### src/rtl/uart_pkg.sv
// Shared definitions for the UART byte receiver: baud_set encodings, oversample
// ratio, receive FSM state encodings and the baud divisor constant function.
// No ports; imported by uart_rx_baud_gen and uart_byte_rx.
package uart_pkg;

  // Samples per bit; the voter and sample index counter assume 16.
  localparam int unsigned OVERSAMPLE = 16;

  // baud_set encodings; any other value falls back to 9600.
  localparam logic [2:0] BAUD_9600   = 3'd0;
  localparam logic [2:0] BAUD_19200  = 3'd1;
  localparam logic [2:0] BAUD_38400  = 3'd2;
  localparam logic [2:0] BAUD_57600  = 3'd3;
  localparam logic [2:0] BAUD_115200 = 3'd4;

  typedef enum logic [2:0] {
    RX_IDLE,
    RX_START,
    RX_DATA,
    RX_PARITY,
    RX_STOP,
    RX_BREAK
  } rx_state_e;

  // Clocks per oversample tick, truncated.
  function automatic int unsigned baud_div(input int unsigned clk_hz, input int unsigned baud);
    return clk_hz / (baud * OVERSAMPLE);
  endfunction

endpackage

### src/rtl/uart_rx_baud_gen.sv
// 16x oversample tick generator: selects the divisor for the latched baud code and
// runs a counter 0..DIV-1 that emits tick_o on DIV-1 while enabled.
// Ports: clk, reset_n, baud_sel_i (baud code), en_i (count), clr_i (sync clear), tick_o.
module uart_rx_baud_gen
  import uart_pkg::*;
#(
  parameter int unsigned CLK_FREQ = 50_000_000
) (
  input  logic       clk,
  input  logic       reset_n,
  input  logic [2:0] baud_sel_i,
  input  logic       en_i,
  input  logic       clr_i,
  output logic       tick_o
);

  localparam logic [15:0] DIV_9600_M1   = 16'(baud_div(CLK_FREQ, 9600) - 1);
  localparam logic [15:0] DIV_19200_M1  = 16'(baud_div(CLK_FREQ, 19200) - 1);
  localparam logic [15:0] DIV_38400_M1  = 16'(baud_div(CLK_FREQ, 38400) - 1);
  localparam logic [15:0] DIV_57600_M1  = 16'(baud_div(CLK_FREQ, 57600) - 1);
  localparam logic [15:0] DIV_115200_M1 = 16'(baud_div(CLK_FREQ, 115200) - 1);

  logic [15:0] div_m1;
  logic [15:0] cnt_q, cnt_d;

  always_comb begin
    case (baud_sel_i)
      BAUD_19200:  div_m1 = DIV_19200_M1;
      BAUD_38400:  div_m1 = DIV_38400_M1;
      BAUD_57600:  div_m1 = DIV_57600_M1;
      BAUD_115200: div_m1 = DIV_115200_M1;
      default:     div_m1 = DIV_9600_M1;
    endcase
  end

  assign tick_o = en_i && (cnt_q == div_m1);

  always_comb begin
    cnt_d = cnt_q;
    if (clr_i || tick_o) begin
      cnt_d = '0;
    end else if (en_i) begin
      cnt_d = cnt_q + 16'd1;
    end
  end

  always_ff @(posedge clk or negedge reset_n) begin
    if (!reset_n) begin
      cnt_q <= '0;
    end else begin
      cnt_q <= cnt_d;
    end
  end

endmodule

### src/rtl/uart_byte_rx.sv
// UART 8N1 byte receiver: 2-FF synchronizer, 16x oversampling, 3-sample majority
// vote per bit, one byte per frame with 1-cycle rx_done / frame_err / parity_err strobes.
// Ports: clk, reset_n, baud_set, uart_rx in; data_byte, rx_done, frame_err,
// parity_err, uart_state out. Define UART_RX_PARITY_EN to expect a parity bit after D7.
module uart_byte_rx
  import uart_pkg::*;
#(
  parameter int unsigned CLK_FREQ   = 50_000_000,
  parameter int unsigned PARITY_ODD = 0
) (
  input  logic       clk,
  input  logic       reset_n,
  input  logic [2:0] baud_set,
  input  logic       uart_rx,
  output logic [7:0] data_byte,
  output logic       rx_done,
  output logic       frame_err,
  output logic       parity_err,
  output logic       uart_state
);

  logic [1:0] sync_q;
  logic       rx_prev_q;
  rx_state_e  state_q;
  logic [2:0] baud_q;
  logic [3:0] samp_q;
  logic [2:0] bit_q;
  logic       v7_q, v8_q;
  logic [7:0] shift_q;

  logic rx_s, fall, start_clr, tick, vote, decide;

  assign rx_s      = sync_q[1];
  assign fall      = rx_prev_q & ~rx_s;
  assign start_clr = (state_q == RX_IDLE) && fall;
  // Samples 7 and 8 are held; sample 9 is the live line at the deciding tick.
  assign vote      = (v7_q & v8_q) | (v7_q & rx_s) | (v8_q & rx_s);
  assign decide    = tick && (samp_q == 4'd9);

  uart_rx_baud_gen #(
    .CLK_FREQ(CLK_FREQ)
  ) u_baud_gen (
    .clk       (clk),
    .reset_n   (reset_n),
    .baud_sel_i(baud_q),
    .en_i      (uart_state),
    .clr_i     (start_clr),
    .tick_o    (tick)
  );

`ifdef UART_RX_PARITY_EN
  logic par_bad_q;
`else
  logic unused_parity_odd;
  assign unused_parity_odd = PARITY_ODD[0];
  assign parity_err = 1'b0;
`endif

  always_ff @(posedge clk or negedge reset_n) begin
    if (!reset_n) begin
      sync_q     <= 2'b11;
      rx_prev_q  <= 1'b1;
      state_q    <= RX_IDLE;
      baud_q     <= BAUD_9600;
      samp_q     <= '0;
      bit_q      <= '0;
      v7_q       <= 1'b1;
      v8_q       <= 1'b1;
      shift_q    <= '0;
      data_byte  <= '0;
      rx_done    <= 1'b0;
      frame_err  <= 1'b0;
      uart_state <= 1'b0;
`ifdef UART_RX_PARITY_EN
      par_bad_q  <= 1'b0;
      parity_err <= 1'b0;
`endif
    end else begin
      sync_q    <= {sync_q[0], uart_rx};
      rx_prev_q <= rx_s;
      rx_done   <= 1'b0;
      frame_err <= 1'b0;
`ifdef UART_RX_PARITY_EN
      parity_err <= 1'b0;
`endif
      if (tick) begin
        samp_q <= samp_q + 4'd1;
        if (samp_q == 4'd7) v7_q <= rx_s;
        if (samp_q == 4'd8) v8_q <= rx_s;
      end

      case (state_q)
        RX_IDLE: begin
          if (fall) begin
            state_q    <= RX_START;
            uart_state <= 1'b1;
            baud_q     <= baud_set;
            samp_q     <= '0;
            bit_q      <= '0;
          end
        end
        RX_START: begin
          if (decide) begin
            if (vote) begin
              state_q    <= RX_IDLE;  // glitch, not a start bit
              uart_state <= 1'b0;
            end else begin
              state_q <= RX_DATA;
            end
          end
        end
        RX_DATA: begin
          if (decide) begin
            shift_q <= {vote, shift_q[7:1]};
            bit_q   <= bit_q + 3'd1;
            if (bit_q == 3'd7) begin
`ifdef UART_RX_PARITY_EN
              state_q <= RX_PARITY;
`else
              state_q <= RX_STOP;
`endif
            end
          end
        end
`ifdef UART_RX_PARITY_EN
        RX_PARITY: begin
          if (decide) begin
            par_bad_q <= ((^shift_q) ^ vote) != PARITY_ODD[0];
            state_q   <= RX_STOP;
          end
        end
`endif
        RX_STOP: begin
          // Leaving at mid stop bit leaves half a bit to catch a back-to-back start edge.
          if (decide) begin
            if (vote) begin
              data_byte  <= shift_q;
              rx_done    <= 1'b1;
`ifdef UART_RX_PARITY_EN
              parity_err <= par_bad_q;
`endif
              state_q    <= RX_IDLE;
              uart_state <= 1'b0;
            end else begin
              frame_err <= 1'b1;
              state_q   <= RX_BREAK;
            end
          end
        end
        RX_BREAK: begin
          // A held-low line must not be read as a new start edge.
          if (rx_s) begin
            state_q    <= RX_IDLE;
            uart_state <= 1'b0;
          end
        end
        default: begin
          state_q    <= RX_IDLE;
          uart_state <= 1'b0;
        end
      endcase
    end
  end

endmodule

### config.mk
export PLATFORM = sky130hd
export DESIGN_NAME = uart_byte_rx
export DESIGN_NICKNAME = d
export VERILOG_FILES = /design/src/rtl/uart_pkg.sv /design/src/rtl/uart_rx_baud_gen.sv /design/src/rtl/uart_byte_rx.sv
export SDC_FILE = /design/constraint.sdc
export NUM_CORES = 1
export LEC_CHECK = 0
export BUFFER_PORTS_ARGS = -buffer_cell sky130_fd_sc_hd__buf_4
export CAP_MARGIN = 20
export CORE_ASPECT_RATIO = 1.25
export CORE_UTILIZATION = 30
export DETAILED_ROUTE_END_ITERATION = 10
export PLACE_DENSITY = 0.52
export SLEW_MARGIN = 10
export SYNTH_ARGS = -nofsm -noshare
export SYNTH_HDL_FRONTEND = slang
export SYNTH_SLANG_ARGS = --single-unit
### constraint.sdc
create_clock -name clk -period 3.4 [get_ports clk]
set_input_delay 0 -clock clk [delete_from_list [all_inputs] [get_ports clk]]
set_output_delay 0 -clock clk [all_outputs]
set_load 0.02 [all_outputs]
==> impl_results.md <==
* Status: complete, no violations
* Share of post-route cells with drive strength above 1 at 0.203
* Place WS at 0.510 ns
* Pwr dens at 542 nW/µm²
* Top_reg_cell synth: dfrtp_1
* Maximum VDD drop at approximately 200 µV
* Nets at 282
* Data arrival, critical path at a little over 3 ns
* Port bufs at 16
* Seq cells post-synth at 53
* Setup bufs post-CTS at 0
* Yosys cell types at 56
* Top sig layer: met4
* FMAX at around 0.35 GHz
* Clk sinks at 53
* Core area at between 8000 and 9000 µm²
* Hold Crit Class: in2async
* Net Count, Synth at 266
* Number of antenna-violating nets in the routed design at 0
* DRT Pass-1 Iters at 4
* Inserted Clock Buffers at 5
* Worst-path clk slew at 0.10 ns
* GR Overflow Total at 0
* Final Setup Violations at 0
* Tcrit/Tclk final at 0.843
* Die width at 86.8 µm
* Min Tclk post-route at 2.87 ns
* Initial Util at 0.310
* Worst setup margin at 0.533 ns
* Antenna cell count at 0
* Clk_lat worst skew at 0.30 ns
* DRC viols at 0
* Chip height at 108 µm
* Final Hold Viols at 0
* Commonest non-fill, non-tap cells in the layout: dfrtp_1 (48), nand2_1 (30), nor2_1 (30), buf_4 (17), mux2_2 (16)
* Post-Syn Instances at 254
* Post-CTS sizing at 0
* Routed wire length at 4830 µm
* GRT Overall Usage at 0.118
* Worst Path Class, Setup: reg2reg
* Initial DRC count at 48
* First-pass GRT wire length at 8660 µm
* Metal3 WL at 109 µm
* # rows at 38
* Max Buffers Root-to-Sink at 2
* Drt wl/cell at around 12 µm
* Pleak at 1.41 nW
* DPL Wire Length at 3370 µm
* CP Launch Type: flop
* RePlAce Congestion at 0.730
* # fillers at 871
* Worst Reg2Reg Path Length in Cells at 6
* Area grow syn2layout at 12.7%
* Mean cell area of the mapped netlist at 10.6 µm²
* WP data required at 3.60 ns
* Die area at 9370 µm²
* CTS tree: built
* Vias in the first global route at between 1500 and 2000
* Post-synthesis sequential area ratio at 0.494
* Commonest non-fill, non-tap cell in the layout: dfrtp_1
* Fraction of registers with async set or reset after synthesis at 1.00
* Count of pins over their slew limit at 0
* Ports at 18
* Setup TNS at 0 ns
* Slew headroom at 0.557
* Crit end category: flop
* Antenna violations before repair at 0
* Fin util at 0.349
* Worst slew pin tran at 0.664 ns
* Worst Path Max Fanout at 11
* Via density at between 4 and 5
* Synthesis Warnings at 0
* RSZ-0062 raised after global routing: no
* Syn Std Cell Area at 2700 µm²
* Post-synth EDFFs at 0
* Largest net degree at the start of global routing at between 50 and 60
* Final instance area at 3040 µm²
* Number of max-cap violations at 0
* CTS H-Tree Depth at 2
* Routed length on met1 at 2260 µm
* Root Buffer: clkbuf_8
* Met2 WL at around 2400 µm
* Dpl cell area at 2900 µm²
* Via count at 1799
* Worst Clk Skew at 0.00962 ns
==> where the power goes <==
group,total (W),leakage [nW],switching (W),internal [W]
Sequential,0.000845,0.702,0.000144,0.000701
Combinational,0.000447,0.666,0.000245,0.000203
Clock,0.000355,0.0374,0.000209,0.000146
Total,0.00165,1.41,0.000598,0.00105
==> cell usage after synthesis (3+ instances only) <==
cell / count / share of area
mux2_2: 16 / 0.067
mux2i_1: 6 / 0.022
or4_1: 3 / 0.0084
a21oi_1: 8 / 0.015
nand3_1: 9 / 0.017
dfstp_2: 5 / 0.049
inv_1: 6 / 0.0084
xor2_1: 10 / 0.032
nand2_1: 30 / 0.042
nor2_1: 30 / 0.042
dfrtp_1: 48 / 0.45
clkbuf_1: 6 / 0.0084
nor3_1: 6 / 0.011
xnor2_1: 9 / 0.029
nand4_1: 5 / 0.012
o21a_1: 3 / 0.0084
ha_1: 6 / 0.028
==> kinds of logic (layout without fill, tap and decap cells) <==
group,count (synthesis),after routing,synth area share
and+or+nand+nor,104,104,0.201
DFF,53,53,0.494
AOI/OAI and AO/OA,27,27,0.0752
muxes,24,24,0.0988
xor gates and xnor gates,19,19,0.0617
buffers and inverters,19,36,0.0357
adders and majority gates,7,7,0.0316
other,1,1,0.00139
==> what timing repair did <==
item | in CTS | in global routing
hold endpoints to repair | 52 | 0
setup endpoints to repair | 0 | 0
hold buffers | 5 | 0
==> registers in the layout (all words and copies together), names as in the netlist, 2 cells and up <==
register	count
u_baud_gen.cnt_q	16
data_byte	8
shift_q	8
samp_q	4
baud_q	3
bit_q	3
state_q	3
sync_q	2
==> through the flow <==
step	hold WS (ns)	power, W	cells
after global routing	0.322	0.00178	391
after floorplan	-0.296	0.00123	254
after global placement	0.0836	0.00130	378
after detailed placement	0.0872	0.00130	378
final	0.264	0.00165	391
after CTS	0.289	0.00168	391
==> path summary, 6_finish.rpt <==
| kind | startpoint | to | slack (ns) |
|---|---|---|---|
| worst max-delay path | baud_q[2]$_DFFE_PN0P_ | data_byte[4]$_DFFE_PN0P_ | 0.53 |
| worst min-delay path | reset_n | shift_q[3]$_DFFE_PN0P_ | 0.26 |
| worst max register to register | baud_q[2]$_DFFE_PN0P_ | data_byte[4]$_DFFE_PN0P_ | 0.53 |
| worst min register to register | sync_q[0]$_DFF_PN1_ | sync_q[1]$_DFF_PN1_ | 0.36 |
| max in group asynchronous | reset_n | u_baud_gen.cnt_q[2]$_DFFE_PN0P_ | 2.70 |
| min in group clk | uart_rx | sync_q[0]$_DFF_PN1_ | 0.35 |
==> worst max-delay path: stages (launching register included) <==
cell	delay, ns
dfrtp_1	0.51
or3b_1	0.47
a21o_1	0.23
a2111oi_4	0.46
nand3_4	0.24
nor3_4	0.47
mux2_2	0.39
==> final cells by class <==
cell class	instances	area, µm²	share of cell area
Inverter	6	22.5	0.00741
Sequential cell	53	1330	0.439
Multi-Input combinational cell	182	1270	0.417
Clock buffer	6	72.6	0.0239
Clock inverter	2	15.0	0.00494
Tap cell	120	150	0.0494
Timing Repair Buffer	22	178	0.0585
==> layer usage <==
layer	GRT usage	vias up
li1	-	898
met1	0.149	875
met2	0.198	18
met3	0.0252	8
met4	0.0429	0
met5	0	-
Power figures use the tool's default switching activity.
